===== src/rtl/mux_pkg.sv =====
// rtl/mux_pkg.sv - shared defaults, clog2 helper and buffer state encoding for mux_pipe
//
// No ports. Provides:
//   DEF_WIDTH, DEF_NUM_IN  default channel width and channel count
//   state_t                occupancy of the two-entry output buffer
//   clog2()                ceiling log2, used to size the select field
package mux_pkg;

  localparam int DEF_WIDTH  = 32;
  localparam int DEF_NUM_IN = 2;

  // EMPTY: nothing buffered; ONE: main register holds a beat;
  // FULL: main and skid both hold beats.
  typedef enum logic [1:0] {
    ST_EMPTY = 2'd0,
    ST_ONE   = 2'd1,
    ST_FULL  = 2'd2
  } state_t;

  function automatic int clog2(input int n);
    int r;
    int v;
    r = 0;
    v = n - 1;
    while (v > 0) begin
      r++;
      v = v >> 1;
    end
    return r;
  endfunction

endpackage


===== src/rtl/mux_sel_comb.sv =====
// rtl/mux_sel_comb.sv - combinational N:1 channel select with out-of-range flag
//
// Ports:
//   data  in   NUM_IN*WIDTH  packed channels, channel k at [k*WIDTH +: WIDTH]
//   sel   in   SEL_W         channel select
//   y     out  WIDTH         selected channel, zero when sel is out of range
//   err   out  1             sel >= NUM_IN
module mux_sel_comb
  import mux_pkg::*;
#(
  parameter int   WIDTH  = DEF_WIDTH,
  parameter int   NUM_IN = DEF_NUM_IN,
  localparam int  SEL_W  = (clog2(NUM_IN) > 1) ? clog2(NUM_IN) : 1
) (
  input  logic [NUM_IN*WIDTH-1:0] data,
  input  logic [SEL_W-1:0]        sel,
  output logic [WIDTH-1:0]        y,
  output logic                    err
);

  // One extra bit so NUM_IN == 2**SEL_W is representable.
  localparam logic [SEL_W:0] LIMIT = (SEL_W + 1)'(NUM_IN);

  always_comb begin
    y   = '0;
    err = ({1'b0, sel} >= LIMIT);
    for (int k = 0; k < NUM_IN; k++) begin
      if (sel == SEL_W'(k)) begin
        y = data[k*WIDTH +: WIDTH];
      end
    end
  end

endmodule


===== src/rtl/mux_pipe.sv =====
// rtl/mux_pipe.sv - pipelined N:1 datapath mux behind a two-entry skid buffer
//
// Ports:
//   clk        in   1             rising-edge clock
//   rst        in   1             asynchronous active-high reset
//   in_data    in   NUM_IN*WIDTH  packed channels, channel k at [k*WIDTH +: WIDTH]
//   in_sel     in   SEL_W         channel select, sampled with in_data
//   in_valid   in   1             input beat valid
//   in_ready   out  1             registered; block can accept a beat
//   out_data   out  WIDTH         selected, registered data
//   out_sel    out  SEL_W         in_sel echoed with its data
//   out_err    out  1             in_sel was >= NUM_IN for this beat
//   out_valid  out  1             output beat valid
//   out_ready  in   1             downstream accepts
module mux_pipe
  import mux_pkg::*;
#(
  parameter int   WIDTH  = DEF_WIDTH,
  parameter int   NUM_IN = DEF_NUM_IN,
  localparam int  SEL_W  = (clog2(NUM_IN) > 1) ? clog2(NUM_IN) : 1
) (
  input  logic                    clk,
  input  logic                    rst,
  input  logic [NUM_IN*WIDTH-1:0] in_data,
  input  logic [SEL_W-1:0]        in_sel,
  input  logic                    in_valid,
  output logic                    in_ready,
  output logic [WIDTH-1:0]        out_data,
  output logic [SEL_W-1:0]        out_sel,
  output logic                    out_err,
  output logic                    out_valid,
  input  logic                    out_ready
);

  logic [WIDTH-1:0] sel_data;
  logic             sel_err;

  mux_sel_comb #(
    .WIDTH  (WIDTH),
    .NUM_IN (NUM_IN)
  ) u_sel (
    .data (in_data),
    .sel  (in_sel),
    .y    (sel_data),
    .err  (sel_err)
  );

  state_t           state;
  state_t           state_nxt;
  logic [WIDTH-1:0] skid_data;
  logic [SEL_W-1:0] skid_sel;
  logic             skid_err;

  logic in_fire;
  logic out_fire;
  logic load_main_in;
  logic load_main_skid;
  logic load_skid;

  // out_valid follows the state register, so it drops as soon as rst rises.
  assign out_valid = (state != ST_EMPTY);
  assign in_fire   = in_valid & in_ready;
  assign out_fire  = out_valid & out_ready;

  always_comb begin
    state_nxt      = state;
    load_main_in   = 1'b0;
    load_main_skid = 1'b0;
    load_skid      = 1'b0;
    case (state)
      ST_EMPTY: begin
        if (in_fire) begin
          state_nxt    = ST_ONE;
          load_main_in = 1'b1;
        end
      end
      ST_ONE: begin
        if (in_fire && out_fire) begin
          load_main_in = 1'b1;
        end else if (in_fire) begin
          state_nxt = ST_FULL;
          load_skid = 1'b1;
        end else if (out_fire) begin
          state_nxt = ST_EMPTY;
        end
      end
      ST_FULL: begin
        if (out_fire) begin
          state_nxt      = ST_ONE;
          load_main_skid = 1'b1;
        end
      end
      default: state_nxt = ST_EMPTY;
    endcase
  end

  // in_ready is computed from the next state, so it never depends
  // combinationally on out_ready and stays low for the reset cycle.
  always_ff @(posedge clk or posedge rst) begin
    if (rst) begin
      state    <= ST_EMPTY;
      in_ready <= 1'b0;
    end else begin
      state    <= state_nxt;
      in_ready <= (state_nxt != ST_FULL);
    end
  end

  always_ff @(posedge clk or posedge rst) begin
    if (rst) begin
      out_data  <= '0;
      out_sel   <= '0;
      out_err   <= 1'b0;
      skid_data <= '0;
      skid_sel  <= '0;
      skid_err  <= 1'b0;
    end else begin
      if (load_main_in) begin
        out_data <= sel_data;
        out_sel  <= in_sel;
        out_err  <= sel_err;
      end else if (load_main_skid) begin
        out_data <= skid_data;
        out_sel  <= skid_sel;
        out_err  <= skid_err;
      end
      if (load_skid) begin
        skid_data <= sel_data;
        skid_sel  <= in_sel;
        skid_err  <= sel_err;
      end else if (load_main_skid) begin
        skid_data <= '0;
        skid_sel  <= '0;
        skid_err  <= 1'b0;
      end
    end
  end

endmodule


===== config.mk =====
export PLATFORM = sky130hd
export DESIGN_NAME = mux_pipe
export DESIGN_NICKNAME = d
export VERILOG_FILES = /design/src/rtl/mux_pkg.sv /design/src/rtl/mux_sel_comb.sv /design/src/rtl/mux_pipe.sv
export SDC_FILE = /design/constraint.sdc
export NUM_CORES = 1
export LEC_CHECK = 0
export ABC_AREA = 1
export CAP_MARGIN = 0
export CORE_MARGIN = 2
export CORE_UTILIZATION = 40
export CTS_BUF_LIST = sky130_fd_sc_hd__clkbuf_8 sky130_fd_sc_hd__clkbuf_16
export CTS_CLUSTER_DIAMETER = 80
export DETAILED_ROUTE_END_ITERATION = 10
export PLACE_DENSITY_LB_ADDON = 0.2
export SYNTH_ARGS = -nofsm -noshare
export SYNTH_HDL_FRONTEND = slang
export SYNTH_SLANG_ARGS = --single-unit

===== constraint.sdc =====
create_clock -name clk -period 3.55 [get_ports clk]
set_clock_uncertainty 0.15 [all_clocks]
set_input_delay 0.5325 -clock clk [delete_from_list [all_inputs] [get_ports clk]]
set_output_delay 0.5325 -clock clk [all_outputs]
set_load 0.05 [all_outputs]

==> results of run 1 <==
## power groups by stage
| stage | combinational, uW | sequential [uW] | clock [uW] |
|---|---|---|---|
| floorplan | 705 | 1790 | 0 |
| global placement | 1760 | 1290 | 0 |
| detailed placement | 1800 | 1290 | 0 |
| CTS | 1800 | 1290 | 683 |
| global route | 1920 | 1330 | 726 |
| finish | 1780 | 1290 | 673 |
## worst max-delay path, delay by kind of cell (launching register included)
family | cells | cell delay [ns]
flip-flops | 1 | 0.52
AND/OR/NAND/NOR | 1 | 0.09
buffers and inverters | 2 | 0.89
## stage by stage
stage | instance area, sq um | power (uW) | util | setup slack [ns] | instances
floorplan | 3390 | 2490 | - | 1.13 | 449
global placement | 4450 | 3050 | 0.541 | 0.931 | 632
detailed placement | 4450 | 3090 | 0.541 | 0.856 | 632
CTS | 4650 | 3770 | 0.566 | 1.01 | 648
global route | 4650 | 3980 | 0.566 | 0.938 | 648
finish | 4650 | 3740 | 0.566 | 1.03 | 648
## layout make-up
class,count,area (sq um)
Fill cell,759,3560
Sequential cell,69,1730
Multi-Input combinational cell,311,1370
Timing Repair Buffer,108,1080
Inverter,39,146
Tap cell,105,131
Clock buffer,9,124
Clock inverter,7,82.6
## kinds of logic (layout without fill, tap and decap cells)
| logic type | count (synthesis) | in the layout | synth area share |
|---|---|---|---|
| other | 1 | 1 | 0.00111 |
| DFF | 69 | 69 | 0.510 |
| buffers and inverters | 69 | 163 | 0.0876 |
| and+or+nand+nor | 277 | 277 | 0.353 |
| AOI/OAI and AO/OA | 33 | 33 | 0.0488 |
## routing by layer
metal  global-route usage  share of wire
met1                0.246           0.43
met2                0.321           0.48
met3               0.0392          0.076
met4               0.0798          0.014
met5                    0              0
## state kept, by name, indices dropped and copies added (netlist names)
signal and cells:
out_data 32, skid_data 32, state 2, in_ready 1, out_sel 1, skid_sel 1
## synthesized netlist by cell type
| master | n |
|---|---|
| o21ai_1 | 1 |
| nor2_2 | 1 |
| nor2_1 | 2 |
| nand3_2 | 2 |
| clkbuf_1 | 7 |
| inv_1 | 36 |
| conb_1 | 1 |
| nand4_1 | 1 |
| nand2_1 | 171 |
| dfrtp_1 | 69 |
| o21ai_0 | 32 |
| buf_1 | 1 |
| nor3_4 | 1 |
| inv_2 | 3 |
| buf_2 | 18 |
| buf_4 | 4 |
| nand3_1 | 99 |
## worst paths after layout
check / start / endpoint / cells after the start
max: state[0] / out_valid / 3
min: out_sel / out_sel / 2
max reg2reg: state[0] / skid_data[11] / 4
min reg2reg: out_sel / out_sel / 2
max in group asynchronous: rst / out_data[24] / 3
min in group asynchronous: rst / out_data[7] / 3
## placed cells by master, fill, tap and decap left out
| cell type | count |
|---|---|
| buf_12 | 1 |
| buf_2 | 1 |
| buf_4 | 4 |
| bufinv_16 | 2 |
| clkbuf_8 | 9 |
| clkdlybuf4s50_1 | 102 |
| clkinv_2 | 3 |
| conb_1 | 1 |
| dfrtp_1 | 69 |
| inv_1 | 37 |
| inv_2 | 4 |
| nand2_1 | 171 |
| nand3_1 | 99 |
| nand3_2 | 2 |
| nand4_1 | 1 |
| nor2_1 | 2 |
| nor2_4 | 1 |
| nor3_4 | 1 |
| o21ai_0 | 32 |
| o21ai_1 | 1 |
==> impl_metrics.ini, run 1 <==
[status]
status = finished clean

[critical_path]
cpPeakStageDelay_ns = 0.80
rrSetupSlack_ns = 1.37
path_class = register to primary output
end_kind = primary output
worstPathCellList = inv_1 > nand2_1 > clkdlybuf4s50_1
start_kind = register
critical_path_arrival_ns = 1.84
cp_max_fo = 7
slowest_stage = clkdlybuf4s50_1
crit_required_ns = 2.87

[global_route]
grt_antenna_before_repair = 0
grt_pass1_wl_mm = 13.7
grt_max_degree = 70
overflow = 0
grtUsageTotal = 0.193
grt_pass1_vias = 2943

[clock_tree]
tritoncts = yes
clockBufferDepth = 2
clock-sinks = 69
clk_latency_ns = 0.34
cts_resized = 0
ctsHoldBuffers = 0
clockRootBuffer = clkbuf_8
path_clk_slew_ns = 0.07
cts_buffers = 9
htree_levels = 3
post_cts_buffers = 0

[synth]
yosysTopAreaCell = dfrtp_1
syn-num-nets = 518
yosys_warnings = 0
ys_seq_area_frac = 0.510
postSynthAreaPerCell_sq_um = 7.54
synth.top_cell.area_share = 0.510
syn-cell-area_sq_um = 3390
ys_ff_latch = 69
syn_inst = 449
ys_types = 17
synthTopCellsByArea = dfrtp_1, nand2_1, nand3_1

[timing]
holdWs_ns = 0.334
min_period_ns = 2.52
max_slew_margin = 0.361
fin_crit_sh = 0.711
grt_setup_unrepaired = false
drv_slew = 0
tightest_slew_ns = 0.958
setup_viol = 0
setup_tns_ns = 0
fmax_mhz = 396
hold_viol_final = 0

[routing]
vias = 3173
vias_per_cell = 4.90
drt_pass1_iterations = 4
wl_mm = 8.46
routedWlPerCell_microns = 13.1
drtIter0Drc = 164
drc = 0
ant_nets = 0

[power]
combPwrFrac = 0.476
switching_share = 0.447
p_leak_uw = 0.00231
p_per_area_nw_per_um2 = 803
clkPwrFrac = 0.180
power.switching_uw = 1670
p_int_uw = 2070
vdd_ir_drop_max_uv = 412
seq_power_share = 0.344

[layout]
n_antenna_cell = 0
drive_above_1_share = 0.0516
nets = 607
area_delta_synth_final_pct = 37.5

[die]
die_x_microns = 96
die_area_sq_um = 9220
die_h_microns = 96
rows = 33
coreArea_sq_um = 8220
start_util = 0.412
pin_count = 105

[place]
place.gp.congestion = 0.733
port_buffers = 103
post-dp-hpwl_mm = 5.46

[run]
maxCapViolCount = 0

[worst_hold_path]
hold_class = register to register
(Power assumes the default switching activity.)
==> run 2, diff against run 1 <==
==> constraint.sdc (replaced) <==
create_clock -name clk -period 2.1 [get_ports clk]
set_clock_uncertainty 0.15 [all_clocks]
set_input_delay 0.315 -clock clk [delete_from_list [all_inputs] [get_ports clk]]
set_output_delay 0.315 -clock clk [all_outputs]
set_load 0.05 [all_outputs]
==> impl_metrics.ini, run 2 (synthesis gave the netlist of run 1 again) <==
[place]
post-dp-hpwl_mm = 5.43
port_buffers = 103
dp_slack_ns = 0.203
place.gp.congestion = 0.761

[power]
p_leak_uw = 0.00235
p_per_area_nw_per_um2 = 1340
vdd_ir_drop_max_uv = 534

[global_route]
grt_pass1_vias = 3008
grt_antenna_before_repair = 0
grt_max_degree = 70
overflow = 0
grt_pass1_wl_mm = 13.7
grtUsageTotal = 0.192

[critical_path]
slowest_stage = clkdlybuf4s50_1
path_class = register to primary output
end_kind = primary output
worstPathCellList = clkdlybuf4s50_1
crit_required_ns = 1.63
critPathTopFamily = buffers and inverters
cp_max_fo = 2
start_kind = register
critPathBufInv = 1
cpPeakStageDelay_ns = 0.82
critical_path_arrival_ns = 1.54

[layout]
n_antenna_cell = 0
final_cell_mix = nand2_1, clkdlybuf4s50_1, nand3_1
area_delta_synth_final_pct = 39.6
nets = 612
drive_above_1_share = 0.0603
final_common_cell = nand2_1
top_regs = out_data (32), skid_data (32), state (2)

[die]
coreArea_sq_um = 8220
die_h_microns = 96
die_area_sq_um = 9220
pin_count = 105
die_x_microns = 96
rows = 33
start_util = 0.412

[timing]
hold_viol_final = 0
tightest_slew_ns = 0.577
min_period_ns = 2.00
fin_crit_sh = 0.954
setup_viol = 0
fmax_mhz = 499
grt_setup_unrepaired = false
layout_setup_ws_ns = 0.0964
drv_slew = 0
max_slew_margin = 0.615
setup_tns_ns = 0

[routing]
drt_pass1_iterations = 4
routedWlPerCell_microns = 12.8
drtIter0Drc = 93
wl_mm = 8.32
vias = 3170
vias_per_cell = 4.86
drc = 0
ant_nets = 0

[clock_tree]
post_cts_buffers = 0
clk_latency_ns = 0.34
cts_resized = 0
clock-sinks = 69
clockRootBuffer = clkbuf_8
htree_levels = 3
path_clk_slew_ns = 0.07
tritoncts = yes
ctsHoldBuffers = 0
cts_buffers = 9
clockBufferDepth = 2

[run]
maxCapViolCount = 0

[worst_hold_path]
hold_class = input port to async pin

[status]
status = finished clean
run 2: cell types whose count changed in the layout (fill, tap and decap cells not counted):
cell,previous run,this run
inv_1,37,38
bufinv_16,2,1
inv_2,4,3
clkdlybuf4s50_1,102,100
clkbuf_8,9,11
buf_12,1,5
clkinvlp_4,0,1
clkinv_2,3,0
buf_4,4,7
run 2: area by class of cell:
class	instances	area (sq um)
fillers	757	3490
flip-flops and latches	69	1730
multi-input cells	311	1370
repair buffers	113	1160
clock buffers	11	151
inverters	39	150
well taps	105	131
clock inverters	4	41.3
run 2: final timing paths:
| check | from | end | slack, ns | cells past startpoint |
|---|---|---|---|---|
| worst max-delay path | out_data[31] | out_data[31] | 0.1 | 1 |
| worst max register to register | state[0] | skid_data[5] | 0.52 | 5 |
| worst min-delay path | rst | out_data[20] | 0.27 | 3 |
| worst min register to register | out_data[23] | out_data[23] | 0.33 | 2 |
| max in group asynchronous | rst | out_data[14] | 1.23 | 3 |
| min in group clk | in_sel | skid_sel | 0.30 | 4 |
run 2: report_power, final:
part	internal [uW]	total [uW]	switching, uW	leakage [uW]
combinational	1070	3100	2020	0.00135
clock	595	1070	475	0.000109
sequential	1860	2170	312	0.000886
run 2: per-stage QoR:
stage          hold WS [ns]  cells   util  total power [uW]  area [sq um]
2_1_floorplan         0.316    449      -              4220          3390
3_3_place_gp          0.313    637  0.552              5260          4530
3_5_place_dp          0.318    637  0.552              5320          4530
4_1_cts               0.295    652  0.575              6390          4730
5_1_grt               0.314    652  0.575              6750          4730
6_report              0.268    652  0.575              6340          4730
run 2: layer usage:
metal	wire length, microns	part of all wire	GRT usage
met3	437	0.053	0.0337
met1	3830	0.46	0.248
met5	0	0	0
met4	78	0.0094	0.0762
met2	3970	0.48	0.321
==> run 3, diff against run 2 <==
--- a/config.mk
+++ b/config.mk
@@ -7,8 +7,10 @@
 export LEC_CHECK = 0
 export ABC_AREA = 1
 export CAP_MARGIN = 0
+export CELL_PAD_IN_SITES_DETAIL_PLACEMENT = 0
+export CELL_PAD_IN_SITES_GLOBAL_PLACEMENT = 2
 export CORE_MARGIN = 2
-export CORE_UTILIZATION = 40
+export CORE_UTILIZATION = 23
 export CTS_BUF_LIST = sky130_fd_sc_hd__clkbuf_8 sky130_fd_sc_hd__clkbuf_16
 export CTS_CLUSTER_DIAMETER = 80
 export DETAILED_ROUTE_END_ITERATION = 10
==> impl_metrics.ini, run 3 (synthesis gave the netlist of run 1 again) <==
[routing]
drc = 0
drt_pass1_iterations = 5
vias = 3118
drtIter0Drc = 225
vias_per_cell = 4.27
wl_mm = 9.91
routedWlPerCell_microns = 13.6
ant_nets = 0

[layout]
final_cell_mix = nand2_1, clkdlybuf4s50_1, nand3_1
fin_util = 0.338
nets = 611
drive_above_1_share = 0.0640
ff_latch_area_sq_um = 1730
nFillCells = 1560
n_antenna_cell = 0
multi_input_area_sq_um = 1370
final_common_cell = nand2_1
top_regs = out_data (32), skid_data (32), state (2)
area_delta_synth_final_pct = 44.5

[place]
post-dp-hpwl_mm = 6.12
port_buffers = 103
place.gp.congestion = 0.715

[power]
p_per_area_nw_per_um2 = 1370
p_total_uw = 6700
vdd_ir_drop_max_uv = 413
p_leak_uw = 0.00237

[timing]
drv_slew = 0
setup_tns_ns = 0
max_slew_margin = 0.557
hold_viol_final = 0
holdWs_ns = 0.274
grt_setup_unrepaired = false
fin_crit_sh = 0.961
tightest_slew_ns = 0.664
setup_viol = 0
fmax_mhz = 495
min_period_ns = 2.02

[die]
die_area_sq_um = 15700
die_h_microns = 125
rows = 44
die_x_microns = 125
pin_count = 105
start_util = 0.234
coreArea_sq_um = 14500

[critical_path]
path_class = register to primary output
slowest_stage = clkdlybuf4s50_1
end_kind = primary output
critPathBufInv = 1
critPathTopFamily = buffers and inverters
cp_max_fo = 2
crit_required_ns = 1.63
critical_path_arrival_ns = 1.55
worstPathCellList = clkdlybuf4s50_1
cpPeakStageDelay_ns = 0.83
start_kind = register

[clock_tree]
clock-sinks = 69
clockRootBuffer = clkbuf_16
post_cts_buffers = 0
tritoncts = yes
htree_levels = 3
path_clk_slew_ns = 0.06
clockBufferDepth = 2
ctsHoldBuffers = 0
cts_resized = 0
cts_buffers = 9
clk_latency_ns = 0.33

[run]
maxCapViolCount = 0

[global_route]
grt_pass1_vias = 3144
grt_antenna_before_repair = 0
grt_max_degree = 70
grtUsageTotal = 0.129
overflow = 0
grt_pass1_wl_mm = 16.2

[worst_hold_path]
hold_class = input port to async pin

[status]
status = finished clean
[run 3: cell types whose count changed in the layout (fill, tap and decap cells not counted)]
cell	delta
clkbuf_8	-9
bufinv_16	-1
inv_1	-2
clkbuf_16	+9
clkinv_2	+3
buf_12	-1
clkinvlp_4	+1
[run 3: report_power, final]
part	internal [uW]	total (uW)	switching, uW
Combinational	1040	3110	2070
Clock	853	1410	560
Sequential	1860	2180	321
[run 3: path summary, 6_finish.rpt]
check / depth (start not counted) / from / slack (ns) / endpoint
min in group clk: 2 / out_data[8] / 0.33 / out_data[8]
worst min-delay path: 3 / rst / 0.27 / out_data[26]
max in group asynchronous: 3 / rst / 1.19 / out_data[5]
worst min register to register: 2 / out_data[8] / 0.33 / out_data[8]
worst max-delay path: 1 / out_data[10] / 0.08 / out_data[10]
worst max register to register: 5 / state[1] / 0.52 / skid_data[16]
[run 3: area by class of cell]
class	count	share of cell area
Sequential cell	69	0.353
Multi-Input combinational cell	311	0.280
Timing Repair Buffer	112	0.233
Clock buffer	11	0.0517
Tap cell	184	0.0471
Inverter	39	0.0307
Clock inverter	5	0.00537
[run 3: stage by stage]
step / instances / area, sq um / setup WS [ns]
after floorplan: 449 / 3390 / 0.313
after global placement: 715 / 4610 / 0.200
after detailed placement: 715 / 4610 / 0.180
after CTS: 731 / 4890 / 0.0768
after global routing: 731 / 4890 / 0.0350
final: 731 / 4890 / 0.0809
[run 3: layer usage]
layer	vias to the layer above	global-route usage	part of all wire
li1	1614	-	-
met1	1427	0.170	0.46
met2	72	0.208	0.47
met3	5	0.0274	0.058
met4	0	0.0510	0.0094
met5	-	0	0
